$ cat src/rtl/hazard_pkg.sv
// ----------------------------------------------------------------------------
// hazard_pkg: shared types and constants for the RV32I hazard controller.
// Rev 1.0
// ----------------------------------------------------------------------------
`default_nettype none

package hazard_pkg;

    typedef enum logic {
        IDLE = 1'b0,
        WAIT = 1'b1
    } mem_state_t;

    localparam logic [1:0] FWD_RF   = 2'b00;
    localparam logic [1:0] FWD_WB   = 2'b01;
    localparam logic [1:0] FWD_MEM  = 2'b10;
    localparam logic [1:0] RES_LOAD = 2'b01;

    // Memory stage wins over writeback because it holds the younger result.
    function automatic logic [1:0] fwd_sel(
        input logic [4:0] rs,
        input logic [4:0] rd_m,
        input logic       we_m,
        input logic [4:0] rd_w,
        input logic       we_w
    );
        if (we_m && (rd_m != 5'd0) && (rd_m == rs))
            return FWD_MEM;
        else if (we_w && (rd_w != 5'd0) && (rd_w == rs))
            return FWD_WB;
        else
            return FWD_RF;
    endfunction

endpackage

`default_nettype wire

$ cat src/rtl/sat_counter.sv
// ----------------------------------------------------------------------------
// sat_counter: W-bit event counter that sticks at its maximum value.
// Rev 1.0
// ----------------------------------------------------------------------------
`default_nettype none

module sat_counter #(
    parameter int W = 16
) (
    input  logic         i_Clk,
    input  logic         i_Reset,
    input  logic         i_Inc,
    output logic [W-1:0] count
);

    always_ff @(posedge i_Clk or negedge i_Reset) begin
        if (!i_Reset)
            count <= '0;
        else if (i_Inc && (count != {W{1'b1}}))
            count <= count + W'(1);
    end

endmodule

`default_nettype wire

$ cat src/rtl/hazard_unit.sv
// ----------------------------------------------------------------------------
// hazard_unit: stall/flush/forward control plus data-memory wait handshake.
// Rev 1.0
// ----------------------------------------------------------------------------
`default_nettype none

module hazard_unit
    import hazard_pkg::*;
#(
    parameter int CNT_W   = 16,
    parameter int TIMEOUT = 255
) (
    input  logic             i_Clk,
    input  logic             i_Reset,
    input  logic [4:0]       i_Rs1D,
    input  logic [4:0]       i_Rs2D,
    input  logic [4:0]       i_Rs1E,
    input  logic [4:0]       i_Rs2E,
    input  logic [4:0]       i_RdE,
    input  logic [4:0]       i_RdM,
    input  logic [4:0]       i_RdW,
    input  logic             i_RegWriteM,
    input  logic             i_RegWriteW,
    input  logic [1:0]       i_ResultSrcE,
    input  logic             i_PCSrcE,
    input  logic             i_MemReadM,
    input  logic             i_MemWriteM,
    input  logic             i_MemAckM,
    output logic             o_StallF,
    output logic             o_StallD,
    output logic             o_StallE,
    output logic             o_StallM,
    output logic             o_FlushD,
    output logic             o_FlushE,
    output logic             o_FlushW,
    output logic [1:0]       o_ForwardAE,
    output logic [1:0]       o_ForwardBE,
    output logic             o_MemReqM,
    output logic             o_MemBusy,
    output logic             o_MemErr,
    output logic [CNT_W-1:0] o_LoadUseCnt,
    output logic [CNT_W-1:0] o_FlushCnt,
    output logic [CNT_W-1:0] o_MemWaitCnt
);

    mem_state_t  state, state_next;
    logic [15:0] wait_cnt;
    logic        mem_err;
    logic        mem_stall;
    logic        lw_stall;

    assign o_ForwardAE = fwd_sel(i_Rs1E, i_RdM, i_RegWriteM, i_RdW, i_RegWriteW);
    assign o_ForwardBE = fwd_sel(i_Rs2E, i_RdM, i_RegWriteM, i_RdW, i_RegWriteW);

    assign o_MemReqM = i_MemReadM | i_MemWriteM;
    assign mem_stall = o_MemReqM & ~i_MemAckM;
    assign lw_stall  = (i_ResultSrcE == RES_LOAD) && (i_RdE != 5'd0) &&
                       ((i_Rs1D == i_RdE) || (i_Rs2D == i_RdE));

    // A memory stall freezes F..M; load-use and branch flush are held off
    // and re-appear on their own once the frozen E stage is released.
    always_comb begin
        o_StallF = 1'b0;
        o_StallD = 1'b0;
        o_StallE = 1'b0;
        o_StallM = 1'b0;
        o_FlushD = 1'b0;
        o_FlushE = 1'b0;
        o_FlushW = 1'b0;
        if (mem_stall) begin
            o_StallF = 1'b1;
            o_StallD = 1'b1;
            o_StallE = 1'b1;
            o_StallM = 1'b1;
            o_FlushW = 1'b1;
        end else begin
            o_StallF = lw_stall;
            o_StallD = lw_stall;
            o_FlushD = i_PCSrcE;
            o_FlushE = lw_stall | i_PCSrcE;
        end
    end

    always_comb begin
        state_next = state;
        case (state)
            IDLE: if (mem_stall) state_next = WAIT;
            WAIT: if (i_MemAckM || !o_MemReqM) state_next = IDLE;
            default: state_next = IDLE;
        endcase
    end

    always_ff @(posedge i_Clk or negedge i_Reset) begin
        if (!i_Reset) begin
            state    <= IDLE;
            wait_cnt <= 16'd0;
            mem_err  <= 1'b0;
        end else begin
            state <= state_next;
            if (state == IDLE)
                wait_cnt <= 16'd0;
            else if (wait_cnt != 16'(TIMEOUT))
                wait_cnt <= wait_cnt + 16'd1;
            // Sets on the edge that completes the TIMEOUT-th wait cycle.
            if ((state == WAIT) && (wait_cnt == 16'(TIMEOUT - 1)))
                mem_err <= 1'b1;
        end
    end

    assign o_MemBusy = (state == WAIT);
    assign o_MemErr  = mem_err;

    sat_counter #(.W(CNT_W)) u_load_use_cnt (
        .i_Clk   (i_Clk),
        .i_Reset (i_Reset),
        .i_Inc   (lw_stall & ~mem_stall),
        .count   (o_LoadUseCnt)
    );

    sat_counter #(.W(CNT_W)) u_flush_cnt (
        .i_Clk   (i_Clk),
        .i_Reset (i_Reset),
        .i_Inc   (i_PCSrcE & ~mem_stall),
        .count   (o_FlushCnt)
    );

    sat_counter #(.W(CNT_W)) u_mem_wait_cnt (
        .i_Clk   (i_Clk),
        .i_Reset (i_Reset),
        .i_Inc   (mem_stall),
        .count   (o_MemWaitCnt)
    );

endmodule

`default_nettype wire

$ cat config.mk
export PLATFORM = sky130hd
export DESIGN_NAME = hazard_unit
export DESIGN_NICKNAME = d
export VERILOG_FILES = /design/src/rtl/hazard_pkg.sv /design/src/rtl/sat_counter.sv /design/src/rtl/hazard_unit.sv
export SDC_FILE = /design/constraint.sdc
export NUM_CORES = 1
export LEC_CHECK = 0
export ABC_AREA = 0
export CAP_MARGIN = 20
export CELL_PAD_IN_SITES_DETAIL_PLACEMENT = 0
export CELL_PAD_IN_SITES_GLOBAL_PLACEMENT = 1
export CORE_MARGIN = 2
export CORE_UTILIZATION = 36
export CTS_CLUSTER_DIAMETER = 60
export CTS_CLUSTER_SIZE = 16
export DETAILED_ROUTE_END_ITERATION = 12
export PLACE_DENSITY = 0.78
export RECOVER_POWER = 50
export SYNTH_ARGS = -nofsm -noshare
export SYNTH_HDL_FRONTEND = slang
export SYNTH_SLANG_ARGS = --single-unit
export TNS_END_PERCENT = 100
$ cat constraint.sdc
create_clock -name i_Clk -period 2.3 [get_ports i_Clk]
set_input_delay 0.46 -clock i_Clk [delete_from_list [all_inputs] [get_ports i_Clk]]
set_output_delay 0.46 -clock i_Clk [all_outputs]
set_load 0.01 [all_outputs]
# Word level (Yosys, flattened, before mapping)
# Index checks and enable logic that the tools add are counted.
# classes
n_eq_ne	13
mux	12
reduce_logical	18
add_sub_neg	4
n_bitwise	8
# ops
cell	n
$add A16 B1 Y16 const B	4
$ne A16 B16 Y1 const B	3
$mux W16	2
$eq A5 B5 Y1	6
$eq A16 B8 Y1 const B	1
$ne A16 B8 Y1 const B	1
$reduce_bool A5 Y1	3
$logic_and A1 B1 Y1	12
$mux W1	7
$mux W2	2
$and A1 B1 Y1	3
$not A1 Y1	3
$eq A2 B1 Y1 const B	1
$logic_or A1 B1 Y1	2
$ne A2 B1 Y1 const B	1
$or A1 B1 Y1	2
$pmux W1 S2	1
$logic_not A1 Y1	1
# totals
register_bits	66
in_bits	45
out_inout_bits	62
elab_cells	61

# Longest topological paths before layout
# depth
ltp_word	5
ltp_mapped	6
depth_no_buf	6

# Hierarchy
# A second synthesis with hierarchy kept.
# hier_totals
cells_unflattened	375
hier_area_um2	3945.0
# by_module_without_submodules
module	seq_area_each_um2	n_inst	cells_per_inst	area_each_um2
sat_counter	400.4	3	72	859.6
hazard_unit	450.4	1	159	1366.3

# Least setup slack after synthesis
# Ideal clock, no wire load.
# synth_timing
path_type	input to output
from	in i_RdM[1]
to	out o_ForwardAE[0]
cell_stages	4
required_ns	1.840
t_arrival_ns	1.753
path_slack_ns	0.087
n_path_buf	0
cell_sequence	or4_1 > o21ai_0 > nor4_1 > nor4_1
# synth_via
elab_chain_len	4
word_cells_on_any_way	5
classes_between	eq/ne: 1; mux: 1; reduce/logical: 3
# synth_rtl
item	line	rtl
from (decl)	hazard_unit.sv:20	input logic [4:0] i_RdM,
$reduce_bool A5 Y1	hazard_pkg.sv:27	if (we_m && (rd_m != 5'd0) && (rd_m == rs))
$logic_and A1 B1 Y1	hazard_pkg.sv:27	
$logic_and A1 B1 Y1 (*)	hazard_pkg.sv:27	
$mux W2 (*)	hazard_pkg.sv:27	
to (decl)	hazard_unit.sv:36	output logic [1:0] o_ForwardAE,
# Every way passes the cells marked *; elsewhere a longest branch is shown, timed or not.

# Worst setup path in the final report
# layout_timing
from	in i_RdM[3]
to	out o_ForwardBE[0]
# layout_via
elab_chain_len	4
word_cells_on_any_way	5
classes_between	eq/ne: 1; mux: 1; reduce/logical: 3
# layout_rtl
item	line	rtl
$reduce_bool A5 Y1	hazard_pkg.sv:27	
$logic_and A1 B1 Y1	hazard_pkg.sv:27	
$logic_and A1 B1 Y1 (*)	hazard_pkg.sv:27	
$mux W2 (*)	hazard_pkg.sv:27	
to (decl)	hazard_unit.sv:37	output logic [1:0] o_ForwardBE,
# Marked as above.

==> summary.md <==
| Metric | Value |
|---|---|
| Outcome | complete, but fails checks |
| Violations in the final reports | max-capacitance violations, max-slew violations, negative setup slack |
| Wire length per cell after detailed routing | 14.5 um |
| Worst-margin pin slew | 1.65 ns |
| Clock insertion delay at the later pin of the skew report | 0.34 ns |
| Netlist cell types | 47 |
| Crit path max-delay family | simple AND/OR/NAND/NOR gates |
| Top-count cell post-synth | sky130_fd_sc_hd__dfrtp_1 |
| Ratio of cells with drive above 1 in the final layout | 18.2% |
| Reported max-cap violation count | 1 |
| Clk pin slew, worst setup/hold paths | 0.07 ns |
| Layout Nets | 555 |
| Core utilization of the finished layout | 53.2% |
| Number of remaining DRC errors | 0 |
| Placed wire-length estimate after detailed placement | 6950 um |
| Most frequently used flop master after synthesis | sky130_fd_sc_hd__dfrtp_1 |
| Number of storage elements in the synthesis netlist | 66 |
| Total count of hold-check failures in the final report | 0 |
| Classification of the worst setup path | in2out |
| Core Box Area | 10100 um^2 |
| Global-route wire length before repair | 15700 um |
| Worst Clk Skew | 0.00786 ns |
| Via count of the first global-routing pass | 3246 |
| Ranking of synthesized cells by instance count | 66 x sky130_fd_sc_hd__dfrtp_1, 47 x sky130_fd_sc_hd__xor2_1, 34 x sky130_fd_sc_hd__xnor2_1 |
| Unrepaired setup endpoints after global routing | true |
| Die boundary height | 105 um |
| Levels on crit path | 6 |
| Total number of vias | 3187 |
| Yosys warning total | 0 |
| Clock tree from TritonCTS | built |
| Slowest CP cell | sky130_fd_sc_hd__or4_4 |
| Worst VDD drop | 0.000631 V |
| Shortest period the worst path allows | 2.30 ns |
| I/O pin count | 107 |
| Per-instance average area after synthesis | 10.4 um^2 |
| First-pass iteration count of the detailed router | 4 |
| Netlist Area Pre-Place | 3700 um^2 |
| Num Clock Sinks | 66 |
| Headroom to the max-slew limit | -10.2% |
| Area of the die | 11100 um^2 |
| Die X-Extent | 105 um |
| Data arrival time of the worst path | 1.84 ns |
| Post-Syn Nets | 406 |
| Worst path bufs/invs | 2 |
| Antenna Diode Count | 0 |
| Placer's final routability congestion estimate | 0.913 |
| H-tree level count | 3 |
| Sequential area share after synthesis | 44.6% |
| PnR worst setup slack | -0.00236 ns |
| Worst setup slack after placement | -0.796 ns |
| Count of final max-slew check failures | 67 |
| Number of CTS-inserted buffers | 9 |
| Min-Delay Path Depth | 1 |
| First DRT Iteration DRCs | 70 |
| Power per unit of standard cell area | 618 nW/um^2 |
| Kind of end point of the critical path | output pin |
| Residual overflow from global routing | 0 |
| Required time of the critical path | 1.84 ns |
| Hold buffer count at cts | 0 |
| FMAX | 434 MHz |
| Cells taking the most area after synthesis | sky130_fd_sc_hd__dfrtp_1 45%, sky130_fd_sc_hd__xor2_1 11%, sky130_fd_sc_hd__xnor2_1 8.0% |
| Number of cell instances on the worst register-to-register path | 5 |
| Number of synthesized flops with an enable pin | 0 |
| CP max FO | 2 |
| Share of flip-flops with an asynchronous set or reset | 100% |
| Cell chain of the critical path | clkbuf_2, or4_4, o21ai_4, nor4_4, nor4_2, buf_2 |
| Pin count of the biggest net entering global routing | 67 |
| Antenna-violating nets left | 0 |
| Startpoint types | input pin |
| Final setup violating endpoints | 1 |
| Fraction of synthesized cell area taken by the top area cell type | 44.6% |
| All-Layer GR Usage | 17.6% |
| Cell leakage power | 2.45 nW |
| Vias per inst | 4.93 |
| Max clock buf depth | 2 |
| Max stage delay on crit path | 0.54 ns |
| Standard-cell row count | 37 |
| Top cell type by total area after synthesis | sky130_fd_sc_hd__dfrtp_1 |
| Initial standard-cell utilization of the core | 36.5% |
| Number of antenna violations at the first check in global routing | 0 |
| Clock root buffer | sky130_fd_sc_hd__clkbuf_8 |
| Detailed-route wire length | 9350 um |
| Final clock period utilization by the worst path | 100% |
| Layout Area Growth over Synthesis | 45.7% |
| Cells after synthesis | 356 |
| I/O Buffers | 106 |
| Worst min path class | reg2reg |
-- final cells by class --
cell class | instances | area (um^2)
sequential | 66 | 1650
fill | 940 | 4740
tap | 136 | 170
inverter | 8 | 30.0
clock inverter | 4 | 48.8
multi-input combinational | 275 | 2040
timing repair buffer | 145 | 1300
clock buffer | 12 | 165
-- report_power, final --
group | internal (mW) | switching (mW) | total, mW
Sequential | 1.29 | 0.172 | 1.47
Clock | 0.588 | 0.457 | 1.04
Combinational | 0.465 | 0.357 | 0.823
Total | 2.35 | 0.987 | 3.33
-- path summary, 6_finish.rpt --
kind | slack, ns | endpoint | startpoint
setup / recovery | -0.002 | o_ForwardBE[0] | i_RdM[3]
hold / removal | 0.48 | o_MemErr$_DFFE_PN0P_ | o_MemErr$_DFFE_PN0P_
setup reg to reg | 0.16 | u_flush_cnt.count[1]$_DFFE_PN0P_ | u_flush_cnt.count[0]$_DFFE_PN0P_
hold reg to reg | 0.48 | o_MemErr$_DFFE_PN0P_ | o_MemErr$_DFFE_PN0P_
max in group asynchronous | 0.68 | u_mem_wait_cnt.count[9]$_DFFE_PN0P_ | i_Reset
min in group asynchronous | 0.62 | wait_cnt[7]$_DFFE_PN0P_ | i_Reset
-- registers in the layout (all words and copies together), names as in the netlist --
signal                flops
u_flush_cnt.count        16
u_load_use_cnt.count     16
u_mem_wait_cnt.count     16
wait_cnt                 16
o_MemBusy                 1
o_MemErr                  1
-- metrics by stage --
step / cell area, um^2 / power [mW] / TNS (ns) / instances / hold slack [ns]
floorplan: 3700 / 1.81 / 0 / 356 / 0.164
detailed placement: 5180 / 2.35 / -7.54 / 628 / 0.475
finish: 5400 / 3.33 / -0.00236 / 646 / 0.484
CTS: 5400 / 3.39 / 0 / 645 / 0.133
global route: 5400 / 3.52 / -0.0720 / 646 / 0.505
global placement: 5180 / 2.32 / -6.90 / 628 / 0.471
-- what timing repair did --
item,in CTS,in global routing
hold endpoints to repair,0,0
setup buffers,1,1
pin swaps,17,17
resized for setup,78,22
endpoints found under the setup margin,11,10
-- placed cells by master, fill, tap and decap left out, types with 14 or more instances in the layout --
| cell | instances |
|---|---|
| sky130_fd_sc_hd__nand3_1 | 29 |
| sky130_fd_sc_hd__nor4_1 | 14 |
| sky130_fd_sc_hd__dlygate4sd2_1 | 14 |
| sky130_fd_sc_hd__nand2_1 | 24 |
| sky130_fd_sc_hd__buf_4 | 32 |
| sky130_fd_sc_hd__xor2_1 | 46 |
| sky130_fd_sc_hd__nor2_1 | 16 |
| sky130_fd_sc_hd__clkdlybuf4s50_1 | 50 |
| sky130_fd_sc_hd__dfrtp_1 | 66 |
| sky130_fd_sc_hd__xnor2_1 | 34 |
-- per-layer routing --
| metal | global-route usage (%) | part of all wire, % | wire [um] |
|---|---|---|---|
| met1 | 21.2 | 43 | 4030 |
| met2 | 30.3 | 51 | 4750 |
| met3 | 5.69 | 4.7 | 442 |
| met4 | 4.19 | 1.4 | 127 |
| met5 | 0 | 0 | 0 |
-- kinds of logic (layout without fill, tap and decap cells) --
group                      Yosys count  after routing  share of synthesized area (%)
AOI/OAI and AO/OA                   29             29                           6.99
xor gates and xnor gates            81             81                           19.2
muxes                                8              8                           2.53
adders and majority gates            5              5                           1.69
DFF                                 66             66                           44.6
and+or+nand+nor                    152            152                           23.2
buffers and inverters               15            169                           1.86
Note: power is estimated with default switching activity, not from simulation.
